--- src/rtl/inst_fetch.sv ---
// Instruction-fetch stage: owns the PC, issues icache hits to decode and
// refills misses from a byte-serial memory port, assembling words little-endian.
module inst_fetch #(
  parameter int              ADDR_W   = 32,
  parameter logic [ADDR_W-1:0] RESET_PC = '0
) (
  input  logic              clk,
  input  logic              rst,
  input  logic              rdy,
  input  logic              stall_i,
  input  logic              branch_i,
  input  logic [ADDR_W-1:0] branch_target_i,
  output logic [ADDR_W-1:0] ic_raddr_o,
  input  logic              ic_hit_i,
  input  logic [31:0]       ic_inst_i,
  output logic              ic_we_o,
  output logic [ADDR_W-1:0] ic_waddr_o,
  output logic [31:0]       ic_winst_o,
  output logic              mem_req_o,
  output logic [ADDR_W-1:0] mem_addr_o,
  input  logic              mem_valid_i,
  input  logic [7:0]        mem_data_i,
  output logic              if_valid_o,
  output logic [ADDR_W-1:0] if_pc_o,
  output logic [31:0]       if_inst_o
);

  typedef enum logic [1:0] {
    S_LOOKUP = 2'd0,
    S_FETCH  = 2'd1,
    S_WRITE  = 2'd2
  } state_t;

  state_t            r_state;
  logic [ADDR_W-1:0] r_pc;
  logic [1:0]        r_cnt;
  logic [31:0]       r_buf;
  logic              r_if_valid;
  logic [ADDR_W-1:0] r_if_pc;
  logic [31:0]       r_if_inst;

  state_t            w_state_next;
  logic [ADDR_W-1:0] w_pc_next;
  logic [1:0]        w_cnt_next;
  logic [31:0]       w_buf_next;
  logic              w_if_valid_next;
  logic [ADDR_W-1:0] w_if_pc_next;
  logic [31:0]       w_if_inst_next;

  logic              w_fetch;
  logic              w_write;
  logic [ADDR_W-1:0] w_pc_plus4;
  logic [ADDR_W-1:0] w_target;

  assign w_fetch    = (r_state == S_FETCH);
  assign w_write    = (r_state == S_WRITE);
  assign w_pc_plus4 = r_pc + {{(ADDR_W-3){1'b0}}, 3'd4};
  // Masking (rather than slicing) keeps every target bit referenced.
  assign w_target   = branch_target_i & ~{{(ADDR_W-2){1'b0}}, 2'b11};

  assign ic_raddr_o = r_pc;
  assign mem_req_o  = w_fetch;
  assign mem_addr_o = w_fetch ? (r_pc + {{(ADDR_W-2){1'b0}}, r_cnt}) : '0;
  assign ic_we_o    = w_write;
  assign ic_waddr_o = w_write ? r_pc : '0;
  assign ic_winst_o = w_write ? r_buf : '0;
  assign if_valid_o = r_if_valid;
  assign if_pc_o    = r_if_pc;
  assign if_inst_o  = r_if_inst;

  always_comb begin
    w_state_next    = r_state;
    w_pc_next       = r_pc;
    w_cnt_next      = r_cnt;
    w_buf_next      = r_buf;
    w_if_valid_next = r_if_valid;
    w_if_pc_next    = r_if_pc;
    w_if_inst_next  = r_if_inst;
    if (rdy) begin
      if (branch_i) begin
        w_pc_next       = w_target;
        w_state_next    = S_LOOKUP;
        w_cnt_next      = 2'd0;
        w_if_valid_next = 1'b0;
      end else begin
        case (r_state)
          S_LOOKUP: begin
            if (ic_hit_i) begin
              if (!stall_i) begin
                w_if_valid_next = 1'b1;
                w_if_pc_next    = r_pc;
                w_if_inst_next  = ic_inst_i;
                w_pc_next       = w_pc_plus4;
              end
            end else begin
              w_state_next = S_FETCH;
              w_cnt_next   = 2'd0;
              if (!stall_i) w_if_valid_next = 1'b0;
            end
          end
          S_FETCH: begin
            // Stall does not pause the refill; it only freezes the issue regs.
            if (!stall_i) w_if_valid_next = 1'b0;
            if (mem_valid_i) begin
              case (r_cnt)
                2'd0:    w_buf_next[7:0]   = mem_data_i;
                2'd1:    w_buf_next[15:8]  = mem_data_i;
                2'd2:    w_buf_next[23:16] = mem_data_i;
                default: w_buf_next[31:24] = mem_data_i;
              endcase
              w_cnt_next = r_cnt + 2'd1;
              if (r_cnt == 2'd3) w_state_next = S_WRITE;
            end
          end
          S_WRITE: begin
            w_state_next = S_LOOKUP;
            if (!stall_i) begin
              w_if_valid_next = 1'b1;
              w_if_pc_next    = r_pc;
              w_if_inst_next  = r_buf;
              w_pc_next       = w_pc_plus4;
            end
          end
          default: w_state_next = S_LOOKUP;
        endcase
      end
    end
  end

  always_ff @(posedge clk) begin
    if (!rst) begin
      r_state    <= S_LOOKUP;
      r_pc       <= RESET_PC;
      r_cnt      <= 2'd0;
      r_buf      <= 32'd0;
      r_if_valid <= 1'b0;
      r_if_pc    <= '0;
      r_if_inst  <= 32'd0;
    end else begin
      r_state    <= w_state_next;
      r_pc       <= w_pc_next;
      r_cnt      <= w_cnt_next;
      r_buf      <= w_buf_next;
      r_if_valid <= w_if_valid_next;
      r_if_pc    <= w_if_pc_next;
      r_if_inst  <= w_if_inst_next;
    end
  end

endmodule

--- config.mk ---
export PLATFORM = sky130hd
export DESIGN_NAME = inst_fetch
export DESIGN_NICKNAME = d
export VERILOG_FILES = /design/src/rtl/inst_fetch.sv
export SDC_FILE = /design/constraint.sdc
export NUM_CORES = 1
export LEC_CHECK = 0
export ABC_AREA = 1
export BUFFER_PORTS_ARGS = -buffer_cell sky130_fd_sc_hd__buf_4
export CAP_MARGIN = 20
export CORE_MARGIN = 2
export CORE_UTILIZATION = 30
export DETAILED_ROUTE_END_ITERATION = 16
export HOLD_SLACK_MARGIN = 0.15
export SYNTH_ARGS = -nofsm -noshare
export SYNTH_HDL_FRONTEND = slang
export SYNTH_SLANG_ARGS = --single-unit
--- constraint.sdc ---
create_clock -name clk -period 2.2 [get_ports clk]
set_input_delay 0.33 -clock clk [delete_from_list [all_inputs] [get_ports clk]]
set_output_delay 0.33 -clock clk [all_outputs]
set_load 0.1 [all_outputs]
; After elaboration in Yosys (flattened, before gate mapping)
; Index checks and enable logic that the tools add are counted.
[totals]
ff_bits = 133
input_bits = 79
output_inout_bits = 195
wordCells = 72
[classes]
n_addsub = 3
eq_ne = 12
n_mux = 28
n_bitwise = 2
n_reduce_logical = 17
[ops]
columns = op, count
row1 = two-way mux 32 bit, 11
row2 = one-hot mux 32 bit (2 select lines), 3
row3 = adder 32 x 2 -> 32 bit, 1
row4 = adder 32 x 3 -> 32 bit (second input constant), 1
row5 = AND reduction 5 bit, 4
row6 = two-way mux 2 bit, 7
row7 = AND reduction 4 bit, 3
row8 = inequality test 3 bit (second input constant), 3
row9 = one-hot mux 2 bit (2 select lines), 2
row10 = == test 2 bit (second input constant), 3
row11 = inequality test 2 bit (second input constant), 3
row12 = AND reduction 6 bit, 1
row13 = nonzero test 3 bit, 2
row14 = == test 2 x 1 -> 1 bit (second input constant), 2
row15 = zero test 2 bit, 2
row16 = two-way mux 1 bit, 4
row17 = nonzero test 4 bit, 1
row18 = inequality test 3 x 2 -> 1 bit (second input constant), 1
row19 = one-hot mux 1 bit (3 select lines), 1
row20 = AND reduction 3 bit, 1
row21 = OR reduction 3 bit, 1
row22 = adder 2 x 1 -> 2 bit (second input constant), 1
row23 = inverter 1 bit, 2
row24 = AND reduction 2 bit, 1
row25 = nonzero test 2 bit, 1

; Longest topological paths before layout
[depth]
word_depth = 5
mapped_depth = 11
depth_no_buf = 10

; Worst setup path after synthesis
; OpenSTA, ideal clock, no wires.
[synth_timing]
path_type = register -> output
from = reg r_state[0]
to = out ic_waddr_o[7]
arrival_ns = 2.809
t_required_ns = 1.870
slack_ns = -0.939
path_stages_with_launch = 8
n_path_buf = 3
cell_sequence = dfxtp_1 > inv_1 > ha_1 > buf_2 > buf_1 > clkbuf_1 > nand2_1 > inv_1
[synth_between]
elab_chain_len = 2
[synth_rtl]
columns = element, line
row1 = "start, declared", 34  ; state_t r_state;
row2 = "start signal, assigned", 140  ; r_state <= w_state_next;
row3 = == test 2 bit, 56  ; assign w_write = (r_state == S_WRITE);
row4 = named net ic_we_o, 16  ; output logic ic_we_o,
row5 = two-way mux 32 bit, 65  ; assign ic_waddr_o = w_write ? r_pc : '0;
row6 = "end, declared", 17  ; output logic [ADDR_W-1:0] ic_waddr_o,
; The timed path passes the listed nets, and every way through them passes these cells.

; Final worst setup path
[layout_timing]
from = reg r_state[0]
to = out ic_winst_o[27]
[layout_between]
elab_chain_len = 2
[layout_rtl]
columns = element, line
row1 = == test 2 bit, 56
row2 = two-way mux 32 bit, 66  ; assign ic_winst_o = w_write ? r_buf : '0;
row3 = "end, declared", 18  ; output logic [31:0] ic_winst_o,
; No other way between the ends.

==> summary.txt <==
Outcome
  • Status: finished clean

Worst setup path
  • CP required: 1870 ps
  • WS Path Type: register to primary output
  • CP max FO: 32
  • Critical Path AT: 1780 ps
  • R2R Path End: ic_raddr_o[13]
  • Critical Path Most Common Cell: inv_1
  • CP Buf/Inv Count: 4
  • Cell count of the worst reg-to-reg path: 11
  • Reg2reg start: r_state[1]
  • Top Family by Delay on Critical Path: buffers and inverters
  • Max stage delay on crit path: around 340 ps
  • CP cell instances: inv_1 > ha_4 > buf_12 > nand2_1 > inv_1 > buf_4
  • Slowest cell on crit path: dfxtp_2
  • Critical Path Source Type: register
  • R2R setup slack: around 210 ps
  • Critical Path End Type: primary output

Yosys
  • Syn Inst Count: around 1100
  • Avg Inst Size Synth: between 6 and 7 um^2
  • Cell variety after synth: 30
  • Number of synthesized register bits: 129
  • Yosys warns: 0
  • Post-Syn Area: slightly below 7000 um^2
  • Sequential share of the synthesized area: about 38%

Timing
  • Final Cycle Share: between 90% and 100%
  • Max Clock Freq: around 0.47 GHz
  • Final Setup Violations: 0
  • Max-slew violations: 0
  • Max transition margin: 66.65%
  • Unrepaired setup endpoints after global routing: no
  • Final TNS setup: 0 ps
  • Period minus WS final: roughly 2100 ps
  • Worst Tran Pin Value: roughly 500 ps
  • Final Skew: between 10 and 15 ps
  • Endpoints failing hold: 0

Placed design
  • Post-DP Area: 9387 um^2
  • Final HPWL from detailed placement: between 15000 and 20000 um
  • Routability cong.: around 0.84
  • Port buffer count: 265

Detailed routing
  • Initial DRC Count: 403
  • Final WL: ~24000 um
  • Post-route ant nets: 0
  • Avg WL per Cell: 14.77 um
  • Pre-Repair DR Iteration Count: 5
  • Via count: approximately 7600
  • Vias/cell: 4.718
  • DRC: 0

Clock network
  • Clock Latency Late Sink: 420 ps
  • Clk slew on worst S/H paths: 60 ps
  • Clock Sinks: 129
  • CTS tree: built
  • Hold buffers post-CTS: 0
  • Clk buf depth: 2
  • Root buffer cell: clkbuf_16
  • H-Tree Level Count: 4
  • Num CTS Buffers: 17

Power
  • Leak: 4.061 nW
  • PwrDens: approximately 700 nW/um^2
  • VDD IR max: 0.4943 mV
  • Total power: 7.214 mW

Floorplan
  • Std cell rows: 55
  • Die X: 155.1 um
  • Initial Utilization: a little under a third
  • I/O Pins: ~270
  • Core box area: 22500 um^2
  • Die ar.: approximately 24000 um^2
  • Die H: 155.1 um

Finish
  • Number of fill cells in the layout: 2322
  • Area Growth Syn to Fin: 49.95%
  • Final-stage net count: 1398
  • Most frequent cells in the layout: nand2_1, buf_4, a21oi_1
  • Post-route cell area: 10270 um^2
  • Share of cells above drive strength 1: 32.68%
  • N_diodes: 0
  • Commonest non-fill, non-tap cell in the layout: nand2_1

Global routing
  • Largest net degree at the start of global routing: between 50 and 60
  • GRT Resource Usage Total: 19.27%
  • Vias in the first global route: 6999
  • Grt total ovfl: 0
  • First-pass GRT wire length: 37000 um
  • Initial antenna violation count: 0

Worst hold path
  • Hold Path Sink: ic_raddr_o[3]
  • Hold Crit Start: branch_target_i[3]
  • Class of the worst hold path: input pin to register
  • Hold depth: 3

Run
  • Maxcap violations: 0
-- cells by family (layout without fill, tap and decap cells) --
kind of cell,after synthesis,count (layout),synth area share [%]
AO/OA/AOI/OAI,255,255,19.12
adder cells (fa/ha/maj),10,10,1.827
buffers and inverters,207,457,12.87
flip-flops,129,129,37.72
other,1,6,0.05477
AND/OR/NAND/NOR,465,465,28.42
-- metrics by stage --
step | hold slack, ps | utilization, % | std cells | worst slack (ps)
2_1_floorplan | 441.2 | - | 1072 | 3.862
3_3_place_gp | 449.1 | 41.71 | 1573 | 221.0
3_5_place_dp | 453.9 | 41.71 | 1573 | 202.8
4_1_cts | 161.8 | 44.70 | 1607 | 21.44
5_1_grt | 177.5 | 45.62 | 1607 | 0.5842
6_report | 174.9 | 45.62 | 1607 | 92.56
-- flip-flops by register name (all words and copies together) (netlist names) --
signal      count
ic_raddr_o     30
if_inst_o      32
if_valid_o      1
r_state         2
r_cnt           2
r_buf          32
if_pc_o        30
-- worst register-to-register path, delay by kind of cell, from the launching register on --
kind	cells	cell delay, ps
buffers and inverters	3	480
flip-flops	1	400
AO/OA/AOI/OAI	3	390
AND/OR/NAND/NOR	4	370
adder cells (fa/ha/maj)	1	240
-- synthesized netlist by cell type, drive strengths merged --
master  number  area share, %
conb         1          0.055
o311ai       1           0.13
nor3         7           0.75
nand2      283             16
dfxtp      129             38
nand3b       1           0.11
nand4        2           0.18
nor2       107            6.8
nand3       63            4.6
buf         40            3.7
inv        139            7.6
o21ai       95            6.9
a21oi      152             11
o31ai        2           0.22
ha          10            1.8
clkbuf      28            1.5
o211ai       2           0.22
and2         1          0.091
or2          1          0.091
a31oi        3           0.27
-- report_power, final --
| group | total, mW | internal (mW) | switching, mW |
|---|---|---|---|
| combinational | 1.51 | 0.369 | 1.14 |
| clock | 3.17 | 2.05 | 1.12 |
| sequential | 2.53 | 2.43 | 0.103 |
| total | 7.21 | 4.85 | 2.37 |
-- area by class of cell --
cell class	count	area, um^2	area share (%)
multi-input combinational	736	3427	33.38
inverter	139	823.3	8.020
tap	285	356.6	3.473
sequential	129	2586	25.19
timing repair buffer	286	2420	23.57
clock inverter	12	206.4	2.011
clock buffer	20	446.7	4.351
-- metal layers --
metal	global-route usage [%]	share of wire [%]	wire (um)	up-vias
li1	-	-	-	3859
met1	23.27	43	10140	3445
met2	33.59	49	11660	252
met3	5.181	6.7	1581	26
met4	5.600	1.5	349	0
met5	0	0	0	-
-- repair_timing --
action / CTS / global route
setup buffers: 2 / 0
resized for setup: 1 / 56
endpoints found under the setup margin: 53 / 90
-- how the worst max path moves through the flow --
stage | from | end | slack [ps] | cells past startpoint
floorplan | r_state[0] | ic_waddr_o[7] | 4 | 7
global placement | r_state[0] | ic_raddr_o[13] | 220 | 11
detailed placement | r_state[0] | ic_raddr_o[13] | 200 | 11
CTS | r_state[0] | ic_waddr_o[26] | 20 | 6
global route | r_state[0] | ic_winst_o[15] | 0.6 | 6
finish | r_state[0] | ic_winst_o[27] | 90 | 6
Note: power is estimated with default switching activity, not from simulation.
